[src/rtl/seg7_scan_decoder.sv]
// seg7_scan_decoder
// Watches a time-multiplexed seven-segment bus, qualifies each digit's
// pattern as stable, decodes it back to BCD and presents each complete,
// in-order scan of all digits as one parallel BCD word (valid/ready).
//
// Ports:
//   clock      in   rising-edge clock
//   reset      in   asynchronous active-high reset
//   seg        in   [1:7] segment lines abcdefg (seg[1]=a), active-high
//   dig_sel    in   one-hot digit strobe, bit i = digit i
//   bcd_out    out  decoded frame, digit i at [4i+3:4i]
//   out_valid  out  frame available
//   out_ready  in   consumer accepts frame
//   overrun    out  sticky: a completed frame was dropped
//   err_digits out  per-digit invalid-pattern flag (SEG7_DEC_ERR_EN only)
//
// Optional feature macro: SEG7_DEC_ERR_EN (adds err_digits).
module seg7_scan_decoder #(
    parameter int unsigned NUM_DIGITS    = 4,
    parameter int unsigned STABLE_CYCLES = 3
) (
    input  logic                    clock,
    input  logic                    reset,
    input  logic [1:7]              seg,
    input  logic [NUM_DIGITS-1:0]   dig_sel,
    output logic [4*NUM_DIGITS-1:0] bcd_out,
    output logic                    out_valid,
    input  logic                    out_ready,
`ifdef SEG7_DEC_ERR_EN
    output logic [NUM_DIGITS-1:0]   err_digits,
`endif
    output logic                    overrun
);

    localparam int unsigned CNT_W = $clog2(STABLE_CYCLES + 1);
    localparam int unsigned IDX_W = (NUM_DIGITS > 1) ? $clog2(NUM_DIGITS) : 1;
    localparam int unsigned BUS_W = 4 * NUM_DIGITS;
    localparam logic [CNT_W-1:0] CNT_MAX  = CNT_W'(STABLE_CYCLES);
    localparam logic [IDX_W-1:0] IDX_LAST = IDX_W'(NUM_DIGITS - 1);

    typedef enum logic [0:0] {
        WAIT0   = 1'b0,
        COLLECT = 1'b1
    } state_e;

    // Segment pattern back to BCD; unknown patterns map to 4'hF.
    function automatic logic [3:0] seg_decode(input logic [1:7] s);
        logic [3:0] d;
        case (s)
            7'b1111110: d = 4'd0;
            7'b0110000: d = 4'd1;
            7'b1101101: d = 4'd2;
            7'b1111001: d = 4'd3;
            7'b0110011: d = 4'd4;
            7'b1011011: d = 4'd5;
            7'b1011111: d = 4'd6;
            7'b1110000: d = 4'd7;
            7'b1111111: d = 4'd8;
            7'b1111011: d = 4'd9;
            default:    d = 4'hF;
        endcase
        return d;
    endfunction

    state_e                  state_q, state_d;
    logic [IDX_W-1:0]        exp_q, exp_d;
    logic [BUS_W-1:0]        shadow_q, shadow_d;
    logic [CNT_W-1:0]        cnt_q, cnt_d;
    logic [NUM_DIGITS-1:0]   sel_q;
    logic [1:7]              seg_q;
    logic [BUS_W-1:0]        bcd_q, bcd_d;
    logic                    valid_q, valid_d;
    logic                    overrun_q, overrun_d;
`ifdef SEG7_DEC_ERR_EN
    logic [NUM_DIGITS-1:0]   err_q, err_d;
`endif

    logic                    onehot_c;
    logic                    same_c;
    logic                    accept_c;
    logic                    frame_done_c;
    logic [IDX_W-1:0]        idx_c;
    logic [3:0]              dec_c;

    assign onehot_c = (dig_sel != '0) &&
                      ((dig_sel & (dig_sel - NUM_DIGITS'(1))) == '0);
    assign same_c   = (dig_sel == sel_q) && (seg == seg_q) && (cnt_q != '0);
    assign dec_c    = seg_decode(seg);

    // One-hot strobe to digit index.
    always_comb begin
        idx_c = '0;
        for (int i = 0; i < int'(NUM_DIGITS); i++) begin
            if (dig_sel[i]) idx_c = IDX_W'(i);
        end
    end

    // Stability counter; saturates so a held digit is accepted only once.
    always_comb begin
        cnt_d    = '0;
        accept_c = 1'b0;
        if (onehot_c) begin
            if (same_c) cnt_d = (cnt_q == CNT_MAX) ? cnt_q : cnt_q + CNT_W'(1);
            else        cnt_d = CNT_W'(1);
            accept_c = (cnt_d == CNT_MAX) && !(same_c && (cnt_q == CNT_MAX));
        end
    end

    // Frame FSM and output handshake.
    always_comb begin
        state_d      = state_q;
        exp_d        = exp_q;
        shadow_d     = shadow_q;
        bcd_d        = bcd_q;
        valid_d      = valid_q;
        overrun_d    = overrun_q;
        frame_done_c = 1'b0;
`ifdef SEG7_DEC_ERR_EN
        err_d        = err_q;
`endif
        if (accept_c) begin
            unique case (state_q)
                WAIT0: begin
                    if (idx_c == '0) begin
                        shadow_d[3:0] = dec_c;
                        if (NUM_DIGITS == 1) begin
                            frame_done_c = 1'b1;
                        end else begin
                            exp_d   = IDX_W'(1);
                            state_d = COLLECT;
                        end
                    end
                end
                COLLECT: begin
                    if (idx_c == exp_q) begin
                        shadow_d[4*int'(idx_c) +: 4] = dec_c;
                        if (exp_q == IDX_LAST) begin
                            frame_done_c = 1'b1;
                            exp_d        = '0;
                            state_d      = WAIT0;
                        end else begin
                            exp_d = exp_q + IDX_W'(1);
                        end
                    end else if (idx_c == '0) begin
                        // Out-of-order digit 0 starts a fresh frame.
                        shadow_d[3:0] = dec_c;
                        exp_d         = IDX_W'(1);
                    end else begin
                        exp_d   = '0;
                        state_d = WAIT0;
                    end
                end
                default: begin
                    exp_d   = '0;
                    state_d = WAIT0;
                end
            endcase
        end

        if (frame_done_c) begin
            if (!valid_q || out_ready) begin
                bcd_d   = shadow_d;
                valid_d = 1'b1;
`ifdef SEG7_DEC_ERR_EN
                for (int i = 0; i < int'(NUM_DIGITS); i++) begin
                    err_d[i] = (shadow_d[4*i +: 4] == 4'hF);
                end
`endif
            end else begin
                overrun_d = 1'b1;
            end
        end else if (valid_q && out_ready) begin
            valid_d = 1'b0;
        end
    end

    always_ff @(posedge clock or posedge reset) begin
        if (reset) begin
            state_q   <= WAIT0;
            exp_q     <= '0;
            shadow_q  <= '0;
            cnt_q     <= '0;
            sel_q     <= '0;
            seg_q     <= '0;
            bcd_q     <= '0;
            valid_q   <= 1'b0;
            overrun_q <= 1'b0;
`ifdef SEG7_DEC_ERR_EN
            err_q     <= '0;
`endif
        end else begin
            state_q   <= state_d;
            exp_q     <= exp_d;
            shadow_q  <= shadow_d;
            cnt_q     <= cnt_d;
            sel_q     <= dig_sel;
            seg_q     <= seg;
            bcd_q     <= bcd_d;
            valid_q   <= valid_d;
            overrun_q <= overrun_d;
`ifdef SEG7_DEC_ERR_EN
            err_q     <= err_d;
`endif
        end
    end

    assign bcd_out   = bcd_q;
    assign out_valid = valid_q;
    assign overrun   = overrun_q;
`ifdef SEG7_DEC_ERR_EN
    assign err_digits = err_q;
`endif

endmodule

[config.mk]
export PLATFORM = sky130hd
export DESIGN_NAME = seg7_scan_decoder
export DESIGN_NICKNAME = d
export VERILOG_FILES = /design/src/rtl/seg7_scan_decoder.sv
export SDC_FILE = /design/constraint.sdc
export NUM_CORES = 1
export LEC_CHECK = 0
export BUFFER_PORTS_ARGS = -buffer_cell sky130_fd_sc_hd__buf_2
export CAP_MARGIN = 25
export CORE_UTILIZATION = 45
export CTS_CLUSTER_DIAMETER = 80
export CTS_CLUSTER_SIZE = 28
export DETAILED_ROUTE_END_ITERATION = 10
export PLACE_DENSITY_LB_ADDON = 0.25
export SLEW_MARGIN = 20
export SYNTH_ARGS = -nofsm -noshare
export SYNTH_HDL_FRONTEND = slang
export SYNTH_SLANG_ARGS = --single-unit
[constraint.sdc]
create_clock -name clock -period 3.62 [get_ports clock]
set_input_delay 0.724 -clock clock [delete_from_list [all_inputs] [get_ports clock]]
set_output_delay 0.724 -clock clock [all_outputs]
set_load 0.005 [all_outputs]
==> run metrics <==
Num CTS Buffers=5; RePlAce Congestion=0.822; Synth Register Bits=50; Post-Layout Inst Area=2930 µm²; Clock Sinks=50; setup_tns=0 ps; Slew @ Worst Pin=814 ps; VDD IR-drop max=244 µV; final WL=5120 µm; Die Wd=77.9 µm; All-Layer GR Usage=18.6%; worst path arrival time=3080 ps; CTS tree=done; Post-Synthesis Cells=234; Clock Path Buffers=2; Vias per Instance=5.60; post-synth cell types=62; largest area contributor in the netlist=dfrtp_1; startpoint types=input port; YS warnings=0; Hold Violations, Final=0; Top FF cell, synth=dfrtp_1; HP Class=input port to asynchronous set/reset pin; via count=1887; Worst Setup Path Type=input port to flip-flop; post-CTS setup buffer count=0; slowest CP cell=ha_1; Final Skew=9.14 ps; CP Capture Type=flip-flop; htree depth=2; largest net degree at the start of global routing=36; Async SR Flop Fraction=100%; Area Overhead vs Synth=12.8%; area of the multi-input gates=1260 µm²; CP required=3850 ps; max cap viols=0; LEAKAGE=0.00141 µW; vias in the first global route=1839; max incr delay on CP=360 ps; die height=77.9 µm; worst-path cell chain=buf_2 -> and2b_1 -> nor2_1 -> inv_1 -> ha_1 -> nor4b_1 -> o31a_1 -> nand4_1 -> or2_2 -> a31oi_1; top cells by area, synth=dfrtp_1, mux2_1, xnor2_1; Post-synth EDFFs=0; Yosys top cell area share=48.2%; drt pass-1 iters=4; Post-Syn Area per Cell=11.1 µm²; crit path max fanout=9; DR top layer=met4; placed cell areas=2820 µm²; Util after Layout=52.8%; Routed Antenna Nets=0; met2 WL post-DR=2480 µm; metal3 WL=171 µm; drt drc=0; grt total ovfl=0; WL/cell=15.2 µm; hold_buf cts=0; global-route wire length before repair=8760 µm; Starting Density=46.8%; die area=6070 µm²; Seq/Total Area, Yosys=48.2%; Final HPWL DP=3720 µm; RSZ-0062 raised after global routing=no; delay-heaviest family, CP=simple AND/OR/NAND/NOR gates; DRT iter0 DRCs=97; Final period util=78.9%; outcome=finished, final reports clean; Final nets=285; # rows=27; Max Freq=0.350 GHz; CTS root buf=clkbuf_8; Core ar.=5540 µm²; initial antenna violation count=0; PostCTS Resize Cnt=0; Met1 Routed Length=2390 µm; layout cell share with drive strength beyond 1=24.2%; Reg clk slew, reported paths=90 ps; Rel. slew slack=45.5%; Max Slew Vio Count=0; Buf+Inv Stages, Crit Path=2; synthesized area=2590 µm²; I/O pin count=32; Skew-Pair Late Insertion Delay=300 ps; Filler cells=529; power density over the cells=358 nW/µm²; diode count=0; IO Port Bufs=31; Post-Syn Nets=254; Period minus WS final=2860 ps; FF+latch area=1250 µm²; final setup vio count=0; commonest non-fill, non-tap cell in the layout=dfrtp_1; most frequent cells in the layout=dfrtp_1, buf_2, nor2_1
-- cell type report --
cell class | count | area share (%)
multi-input combinational | 164 | 43.0
clock buffer | 5 | 2.35
sequential | 50 | 42.7
inverter | 12 | 1.54
clock inverter | 2 | 1.32
timing repair buffer | 32 | 5.98
tap | 72 | 3.08
-- sequential cells by signal, indices dropped and copies added (netlist names) --
register	cells
cnt_q	2
sel_q	4
bcd_out	16
overrun	1
exp_q	2
shadow_q	16
out_valid	1
state_q	1
seg_q	7
-- synth_stat cells (2+ instances only) --
master,n
dfrtp_1,50
nor2_1,17
o21ai_0,14
inv_1,12
xnor2_1,11
mux2_1,9
nand4_1,9
nand3_1,7
ha_1,6
mux2_2,6
a21oi_1,5
clkbuf_1,5
nand2_1,5
o21ai_1,5
a31oi_1,4
o21ai_2,4
o2bb2ai_1,4
and2_1,3
nor2b_1,3
nor3_1,3
a21o_1,2
buf_2,2
nand2b_1,2
nand3b_1,2
o21a_1,2
o22ai_1,2
o32ai_1,2
or2_2,2
or4b_1,2
xor2_1,2
-- cell families after synthesis --
kind of cell / count (synthesis) / synth area share [%]
XOR/XNOR: 13 / 4.39
multiplexers: 16 / 7.09
buffers and inverters: 20 / 3.28
flip-flops: 50 / 48.2
AO/OA/AOI/OAI: 59 / 17.2
AND/OR/NAND/NOR: 70 / 16.9
adder cells (fa/ha/maj): 6 / 2.89
-- layer usage --
metal  up-vias  track usage, %
met5         -               0
met4         0            6.85
met3         6            3.65
met2        39            29.9
met1       912            25.0
li1        930               -
-- path summary, 6_finish.rpt --
kind	from	to	slack [ps]	cells after the start
worst min register to register	overrun	overrun	470	1
worst min-delay path	reset	bcd_out[12]	380	2
worst max-delay path	dig_sel[2]	bcd_out[2]	760	10
min in group clock	overrun	overrun	470	1
max in group asynchronous	reset	seg_q[7]	2740	3
worst max register to register	exp_q[1]	bcd_out[9]	1190	5
-- stage by stage --
step	total power (µW)	std cells	hold slack (ps)	worst slack, ps
global placement	671	329	452	576
CTS	1070	337	384	785
detailed placement	675	330	452	483
floorplan	648	234	453	820
global route	1100	337	402	526
finish	1050	337	379	763
-- power breakdown --
| part | switching (µW) | total, µW | internal, µW |
|---|---|---|---|
| sequential | 3.47 | 569 | 565 |
| clock | 182 | 385 | 203 |
| combinational | 60.1 | 95.1 | 35.0 |
| total | 245 | 1050 | 804 |
-- worst register-to-register path, stage by stage, from the launching register on --
cell	delay, ps
dfrtp_1	450
or4b_4	540
a32o_1	280
nor2_4	160
nand4_2	420
mux2_1	470
Power figures use the tool's default switching activity.
